--- src/rtl/mc_lsu.sv ---
// Load/store unit for the multi-cycle core: request/response handshake toward the
// core FSM, lane byte-enables, load extension, alignment checks and a fixed SRAM read latency.
module mc_lsu #(
  parameter int DATA_W  = 32,
  parameter int ADDR_W  = 32,
  parameter int MEM_LAT = 1
) (
  input  logic                clk,
  input  logic                reset,
  input  logic                req_valid,
  output logic                req_ready,
  input  logic                req_we,
  input  logic [1:0]          req_size,
  input  logic                req_unsigned,
  input  logic [ADDR_W-1:0]   req_addr,
  input  logic [DATA_W-1:0]   req_wdata,
  output logic                resp_valid,
  input  logic                resp_ready,
  output logic [DATA_W-1:0]   resp_rdata,
  output logic                resp_ale,
  output logic                data_sram_en,
  output logic [DATA_W/8-1:0] data_sram_we,
  output logic [ADDR_W-1:0]   data_sram_addr,
  output logic [DATA_W-1:0]   data_sram_wdata,
  input  logic [DATA_W-1:0]   data_sram_rdata
);

  localparam int NB    = DATA_W / 8;
  localparam int OFF_W = $clog2(NB);

  typedef enum logic [1:0] {IDLE, ISSUE, WAIT, RESP} state_t;

  state_t           state;
  logic             lat_we;
  logic             lat_uns;
  logic [1:0]       lat_size;
  logic [OFF_W-1:0] lat_off;
  logic [2:0]       cnt;

  logic [OFF_W-1:0]  req_off;
  logic              misaligned;
  logic [NB-1:0]     size_mask;
  logic [DATA_W-1:0] lane_wdata;
  logic [DATA_W-1:0] shifted;
  logic [DATA_W-1:0] keep_mask;
  logic [DATA_W-1:0] ld_ext;
  logic              sign_bit;
  logic [6:0]        ld_bits;

  assign req_off = req_addr[OFF_W-1:0];

  // Request decode: alignment, byte-enable mask and store data replicated into every lane.
  always_comb begin
    misaligned = 1'b0;
    size_mask  = '0;
    lane_wdata = req_wdata;
    case (req_size)
      2'd0: begin
        size_mask  = NB'(1);
        lane_wdata = {NB{req_wdata[7:0]}};
      end
      2'd1: begin
        misaligned = req_off[0];
        size_mask  = NB'(3);
        lane_wdata = {(NB/2){req_wdata[15:0]}};
      end
      2'd2: begin
        misaligned = |req_off[1:0];
        size_mask  = NB'(15);
        lane_wdata = {(NB/4){req_wdata[31:0]}};
      end
      default: begin
        misaligned = (DATA_W == 32) || (|req_off);
        size_mask  = '1;
        lane_wdata = req_wdata;
      end
    endcase
  end

  // Load path: move the addressed lane down to bit 0, keep the access width, fill above it.
  always_comb begin
    shifted  = data_sram_rdata >> {lat_off, 3'b000};
    ld_bits  = 7'(DATA_W);
    sign_bit = shifted[DATA_W-1];
    case (lat_size)
      2'd0: begin
        ld_bits  = 7'd8;
        sign_bit = shifted[7];
      end
      2'd1: begin
        ld_bits  = 7'd16;
        sign_bit = shifted[15];
      end
      2'd2: begin
        ld_bits  = 7'd32;
        sign_bit = shifted[31];
      end
      default: begin
        ld_bits  = 7'(DATA_W);
        sign_bit = shifted[DATA_W-1];
      end
    endcase
    keep_mask = ~({DATA_W{1'b1}} << ld_bits);
    ld_ext    = (shifted & keep_mask) | ({DATA_W{sign_bit & ~lat_uns}} & ~keep_mask);
  end

  // Main FSM; SRAM strobes are set on the accepting edge so they are live throughout ISSUE.
  always_ff @(posedge clk or posedge reset) begin
    if (reset) begin
      state           <= IDLE;
      req_ready       <= 1'b1;
      resp_valid      <= 1'b0;
      resp_rdata      <= '0;
      resp_ale        <= 1'b0;
      data_sram_en    <= 1'b0;
      data_sram_we    <= '0;
      data_sram_addr  <= '0;
      data_sram_wdata <= '0;
      lat_we          <= 1'b0;
      lat_uns         <= 1'b0;
      lat_size        <= 2'd0;
      lat_off         <= '0;
      cnt             <= 3'd0;
    end else begin
      case (state)
        IDLE: begin
          if (req_valid) begin
            lat_we    <= req_we;
            lat_uns   <= req_unsigned;
            lat_size  <= req_size;
            lat_off   <= req_off;
            req_ready <= 1'b0;
            if (misaligned) begin
              state      <= RESP;
              resp_valid <= 1'b1;
              resp_ale   <= 1'b1;
              resp_rdata <= '0;
            end else begin
              state          <= ISSUE;
              data_sram_en   <= 1'b1;
              data_sram_we   <= req_we ? NB'(size_mask << req_off) : '0;
              data_sram_addr <= {req_addr[ADDR_W-1:OFF_W], {OFF_W{1'b0}}};
              if (req_we) begin
                data_sram_wdata <= lane_wdata;
              end
            end
          end
        end
        ISSUE: begin
          data_sram_en <= 1'b0;
          data_sram_we <= '0;
          if (lat_we) begin
            state      <= RESP;
            resp_valid <= 1'b1;
            resp_ale   <= 1'b0;
            resp_rdata <= '0;
          end else begin
            state <= WAIT;
            cnt   <= 3'(MEM_LAT - 1);
          end
        end
        WAIT: begin
          if (cnt != 3'd0) begin
            cnt <= cnt - 3'd1;
          end else begin
            state      <= RESP;
            resp_valid <= 1'b1;
            resp_ale   <= 1'b0;
            resp_rdata <= ld_ext;
          end
        end
        RESP: begin
          if (resp_ready) begin
            state      <= IDLE;
            req_ready  <= 1'b1;
            resp_valid <= 1'b0;
            resp_ale   <= 1'b0;
            resp_rdata <= '0;
          end
        end
        default: begin
          state     <= IDLE;
          req_ready <= 1'b1;
        end
      endcase
    end
  end

endmodule

--- config.mk ---
export PLATFORM = sky130hd
export DESIGN_NAME = mc_lsu
export DESIGN_NICKNAME = d
export VERILOG_FILES = /design/src/rtl/mc_lsu.sv
export SDC_FILE = /design/constraint.sdc
export NUM_CORES = 1
export LEC_CHECK = 0
export BUFFER_PORTS_ARGS = -buffer_cell sky130_fd_sc_hd__buf_2
export CORE_ASPECT_RATIO = 2
export CORE_MARGIN = 3
export CORE_UTILIZATION = 50
export CTS_BUF_LIST = sky130_fd_sc_hd__clkbuf_16
export DETAILED_ROUTE_END_ITERATION = 16
export GPL_ROUTABILITY_DRIVEN = 1
export PLACE_DENSITY_LB_ADDON = 0.2
export SYNTH_ARGS = -nofsm -noshare
export SYNTH_HDL_FRONTEND = slang
export SYNTH_SLANG_ARGS = --single-unit
export TNS_END_PERCENT = 50
--- constraint.sdc ---
create_clock -name clk -period 10 [get_ports clk]
set_input_delay 1 -clock clk [delete_from_list [all_inputs] [get_ports clk]]
set_output_delay 1 -clock clk [all_outputs]
set_load 0.01 [all_outputs]
### Word-level counts from Yosys, hierarchy flattened

Cells that the tools add are included.

| operators by class | value |
|---|---|
| shift-type cells | 3 |
| eq/ne operators | 14 |
| bitwise operators | 8 |
| reduce and logical (&&, ||, !) cells | 16 |
| add/sub/neg operators | 1 |
| multiplexer cells | 39 |

Operators by type and width:

| operator | number |
|---|---|
| $mux W32 | 5 |
| $pmux W32 S4 | 1 |
| $and A32 B32 Y32 | 2 |
| $not A32 Y32 | 2 |
| $pmux W32 S2 | 1 |
| $or A32 B32 Y32 | 1 |
| $shl A32 B7 Y32 const A | 1 |
| $shr A32 B5 Y32 | 1 |
| $ne A2 B2 Y1 const B | 8 |
| $pmux W4 S2 | 2 |
| $reduce_and A3 Y1 | 5 |
| $mux W1 | 12 |
| $mux W4 | 3 |
| $pmux W6 S2 | 1 |
| $mux W2 | 4 |
| $pmux W1 S4 | 2 |
| $pmux W2 S4 | 1 |
| $eq A2 B1 Y1 const B | 3 |
| $eq A2 B2 Y1 const B | 3 |
| $logic_not A2 Y1 | 3 |
| $mux W3 | 2 |
| $pmux W1 S2 | 3 |
| $pmux W3 S2 | 1 |
| $reduce_bool A2 Y1 | 3 |
| 10 further kinds | 11 |

| storage, ports and cells | value |
|---|---|
| input port bits | 104 |
| output and inout bits | 104 |
| word-level logic and storage cells | 95 |
| bits in registers | 113 |

### Logic depth before layout (Yosys ltp)

| logic depth | value |
|---|---|
| word-level depth | 9 |
| mapped depth | 9 |

### Least setup slack after synthesis

No wires, ideal clock.

| timing path | value |
|---|---|
| path type | in2reg |
| start point | input port req_size[0] |
| end point | register data_sram_addr[31] |
| setup slack | 7.535 ns |
| stages on the path | 7 |
| buffers on the path | 3 |
| arrival time | 2.340 ns |
| setup time | 0.125 ns |
| cells stage by stage | clkbuf_1 -> nor3_1 -> nor2_1 -> or2_2 -> buf_2 -> buf_2 -> mux2_2 |

| between the ends | value |
|---|---|
| cells in the longest elaborated chain, start to end | 4 |
| elaborated cells between the ends (all ways) | 6 |

Ends and longest elaborated chain:

| element | RTL line | source |
|---|---|---|
| start, declared | 13 | `input logic [1:0] req_size,` |
| $eq A2 B2 Y1 (tied with other cells) | 57 | `case (req_size)` |
| $pmux W1 S3 * | 57 |  |
| $not A1 Y1 (no line) * | n/a |  |
| $reduce_and A3 Y1 (no line) * | n/a |  |
| end signal, assigned | 142 | `data_sram_addr <= {req_addr[ADDR_W-1:OFF_W], {OFF_W{1'b0}}};` |
| end, declared | 23 | `output logic [ADDR_W-1:0] data_sram_addr,` |

Mark *: on every way between the ends. The rest lies on a longest branch, timed or not.
A chain may end at the register's enable or synchronous reset.

### Worst setup path after layout

| timing path | value |
|---|---|
| start point | register state[0] |
| end point | register resp_rdata[8] |

| between the ends | value |
|---|---|
| cells in the longest elaborated chain, start to end | 3 |
| elaborated cells between the ends (all ways) | 11 |

Ends and longest elaborated chain:

| element | RTL line | source |
|---|---|---|
| start, declared | 33 | `state_t state;` |
| start signal, assigned | 110 | `state <= IDLE;` |
| start signal, assigned | 134 | `state <= RESP;` |
| start signal, assigned | 139 | `state <= ISSUE;` |
| $eq A2 B2 Y1 (tied with other cells) | 125 | `case (state)` |
| $ne A2 B2 Y1 (no line) | n/a |  |
| $reduce_and A5 Y1 (no line) | n/a |  |
| end signal, assigned | 169 | `resp_rdata <= ld_ext;` |
| end, declared | 19 | `output logic [DATA_W-1:0] resp_rdata,` |

Parallel ways exist; a longest one is shown, timed or not.

==> metrics.cfg <==
[global_routing]
grt.total_usage = 0.248
top_usage_layer = met2
grt_pass1_wl_microns = 23700
use_met2 = 0.456
grt_pass1_vias = 4860
antenna_found_initial = 0
use_met3 = 0.0629
grt-ovfl-total = 0
grt_max_degree = 67
grt_use_met1 = 0.259

[run]
cap_violations = 0

[synth]
synth_ff_type = dfrtp_1
seq_area_frac_synth = 0.514
ys_ff_latch = 113
yosysWarnings = 0
synth_enable_flop_cells = 0
async_flop_share = 1.00
avgSynthCellArea_sq_um = 10.4
syn_area_sq_um = 5500
synthCells = 529
synth_cell_types = 42

[placed_design]
place.gp.congestion = 0.808
hpwl_microns = 11300
dpl_worst_slack_ns = 6.86
place_inst = 839
portBuffers = 205

[route]
num_vias = 4743
drtIter0Drc = 234
ant_nets = 0
wl_per_cell_microns = 17.3
vias_per_cell = 5.45
drt-total-wl_microns = 15000
drc = 0
firstDrtPassIters = 7

[cts]
worstSkewPairLatency_ns = 0.41
cts_tree = done
post_cts_buffers = 0
ctsLongestPathBuffers = 2
path_clk_slew_ns = 0.05
htreeDepth = 4
cts_resized = 0
clockRootBuffer = clkbuf_16
cts_hold_buf = 0
cts_sinks = 113
cts-buffers-inserted = 17

[timing]
period_share = 0.273
hold_violations = 0
min_period_ns = 2.73
timing.hold.ws_ns = 0.469
setup_slack_ns = 7.27
fin_worst_skew_ns = 0.00578
clock.fmax_mhz = 366
slew_headroom = 0.413
worst_pin_slew_ns = 0.880
maxSlewViolCount = 0
setup_viol = 0
rsz0062_at_grt = false
setup_tns_ns = 0

[setup_path]
critPathSlowestCell = a222oi_1
cp.buffers_inverters = 1
cp_num_cells = 6
end_kind = flip-flop
required_ns = 10.31
cp-start-kind = flip-flop
rr_worst_depth = 6
cpLargestDelayFamily = compound AO/OA/AOI/OAI gates
worstPathArrival_ns = 3.04
path_max_fanout = 20
cpPeakStageDelay_ns = 0.77
path_class = flip-flop to flip-flop
crit_chain = inv_1, ha_1, a222oi_1, and2_1, nand2_1, o21ai_0

[pwr]
p_sw_frac = 0.378
p_sw_mw = 0.852
p_comb_frac = 0.398
p_leak_nw = 3.67
clockPowerShare = 0.250
p_int_mw = 1.40
worst_ir_drop_vdd_mv = 0.158
p_per_area_nw_per_um2 = 316
pwr-share-seq = 0.351

[worst_hold_path]
min_path_cells = 2
hp-class = flip-flop to flip-flop

[floorplan]
io_pins = 208
initial_core_util = 0.519
fp.dieArea_sq_um = 12400
die_y_microns = 154
core_area_sq_um = 10600
row_count = 53
die_x_microns = 80.2

[finish]
fin_nets = 833
n_antenna_cell = 0
drive_above_1_share = 0.404
stdcell_count = 870
syn_to_final_growth_pct = 29.7

[run_status]
outcome = finished, final reports clean

==> power groups by stage <==
stage / clock [mW] / combinational (mW) / sequential, mW
floorplan: 0 / 0.499 / 0.859
global placement: 0 / 0.881 / 0.786
detailed placement: 0 / 0.907 / 0.798
CTS: 0.575 / 0.909 / 0.792
global route: 0.592 / 0.995 / 0.817
finish: 0.564 / 0.898 / 0.792
==> kinds of logic (layout without fill, tap and decap cells) <==
kind of cell	after synthesis	count (layout)	share of synthesized area
multiplexers	98	98	0.190
adder cells (fa/ha/maj)	8	8	0.0182
AO/OA/AOI/OAI	120	120	0.126
AND/OR/NAND/NOR	140	140	0.113
flip-flops	113	113	0.514
buffers and inverters	49	252	0.0386
other	1	2	0.000681
==> flip-flops by register name (all words and copies together), names as in the netlist, 2 cells and up <==
name / cells
resp_rdata: 32
lat_size: 2
lat_off: 2
data_sram_wdata: 32
cnt: 3
data_sram_addr: 30
data_sram_we: 4
state: 2
==> layout by cell type, fill, tap and decap left out, drive strengths merged, types with 3 or more instances in the layout <==
| cell | synthesis | layout |
|---|---|---|
| nand3 | 23 | 23 |
| dfrtp | 112 | 112 |
| o311ai | 9 | 9 |
| clkbuf | 18 | 17 |
| a21oi | 27 | 27 |
| o21ai | 63 | 63 |
| mux2 | 51 | 51 |
| inv | 12 | 14 |
| buf | 19 | 209 |
| clkinv | 0 | 7 |
| mux2i | 47 | 47 |
| clkinvlp | 0 | 3 |
| ha | 8 | 8 |
| nor2b | 4 | 4 |
| o211ai | 9 | 9 |
| nor2 | 18 | 18 |
| nand2 | 82 | 82 |
==> metal layers <==
layer	up-vias	share of wire	wire length [microns]
li1	2243	-	-
met1	2290	0.35	5280
met2	177	0.56	8470
met3	33	0.057	864
met4	0	0.028	422
met5	-	0	0
==> Yosys cell counts (2+ instances only) <==
master     instances  share of area
nor2_1            17          0.012
mux2i_1           47          0.085
o311ai_0           2         0.0032
nand2_1           82          0.056
o2111ai_1          2         0.0032
o311ai_1           7          0.011
buf_2             14          0.013
a22o_1             2         0.0032
ha_1               8          0.018
buf_4              3         0.0041
or3b_2             2         0.0032
a31oi_1            2         0.0023
dfrtp_1          112           0.51
mux2_2            51           0.10
o211ai_1           9          0.012
o21ai_0           61          0.055
o21ai_1            2         0.0018
nor2b_1            4         0.0045
nor3_1             2         0.0018
nand3_1           23          0.021
buf_1              2         0.0014
inv_1             11         0.0075
a21oi_1           27          0.025
clkbuf_1          18          0.012
and3_1             2         0.0023
==> path summary, 6_finish.rpt <==
path / startpoint / to / slack, ns
worst max-delay path: state[0]$_DFFE_PP0P_ / resp_rdata[8]$_DFFE_PP0P_ / 7.27
worst min-delay path: resp_ale$_DFFE_PP0P_ / resp_ale$_DFFE_PP0P_ / 0.47
worst max register to register: state[0]$_DFFE_PP0P_ / resp_rdata[8]$_DFFE_PP0P_ / 7.27
worst min register to register: resp_ale$_DFFE_PP0P_ / resp_ale$_DFFE_PP0P_ / 0.47
max in group asynchronous: reset / cnt[1]$_DFFE_PP0P_ / 8.06
min in group asynchronous: reset / data_sram_addr[12]$_DFFE_PP0P_ / 0.66
==> per-stage QoR <==
| stage | area (sq um) | utilization | power, mW |
|---|---|---|---|
| floorplan | 5510 | - | 1.36 |
| global placement | 6590 | 0.621 | 1.67 |
| detailed placement | 6590 | 0.621 | 1.70 |
| CTS | 7140 | 0.673 | 2.28 |
| global route | 7140 | 0.673 | 2.40 |
| finish | 7140 | 0.673 | 2.25 |
==> tightest hold or removal path, cell delays in order, from the launching register on <==
cell	delay (ns)
dfrtp_1	0.33
nand2_1	0.05
nand2_1	0.05
==> final cells by class <==
class	count	area, sq um
multi-input combinational	368	2480
fill	906	3470
timing repair buffer	209	1060
clock inverter	14	126
tap	137	171
sequential	113	2830
inverter	12	47.5
clock buffer	17	425
Power figures use the tool's default switching activity.
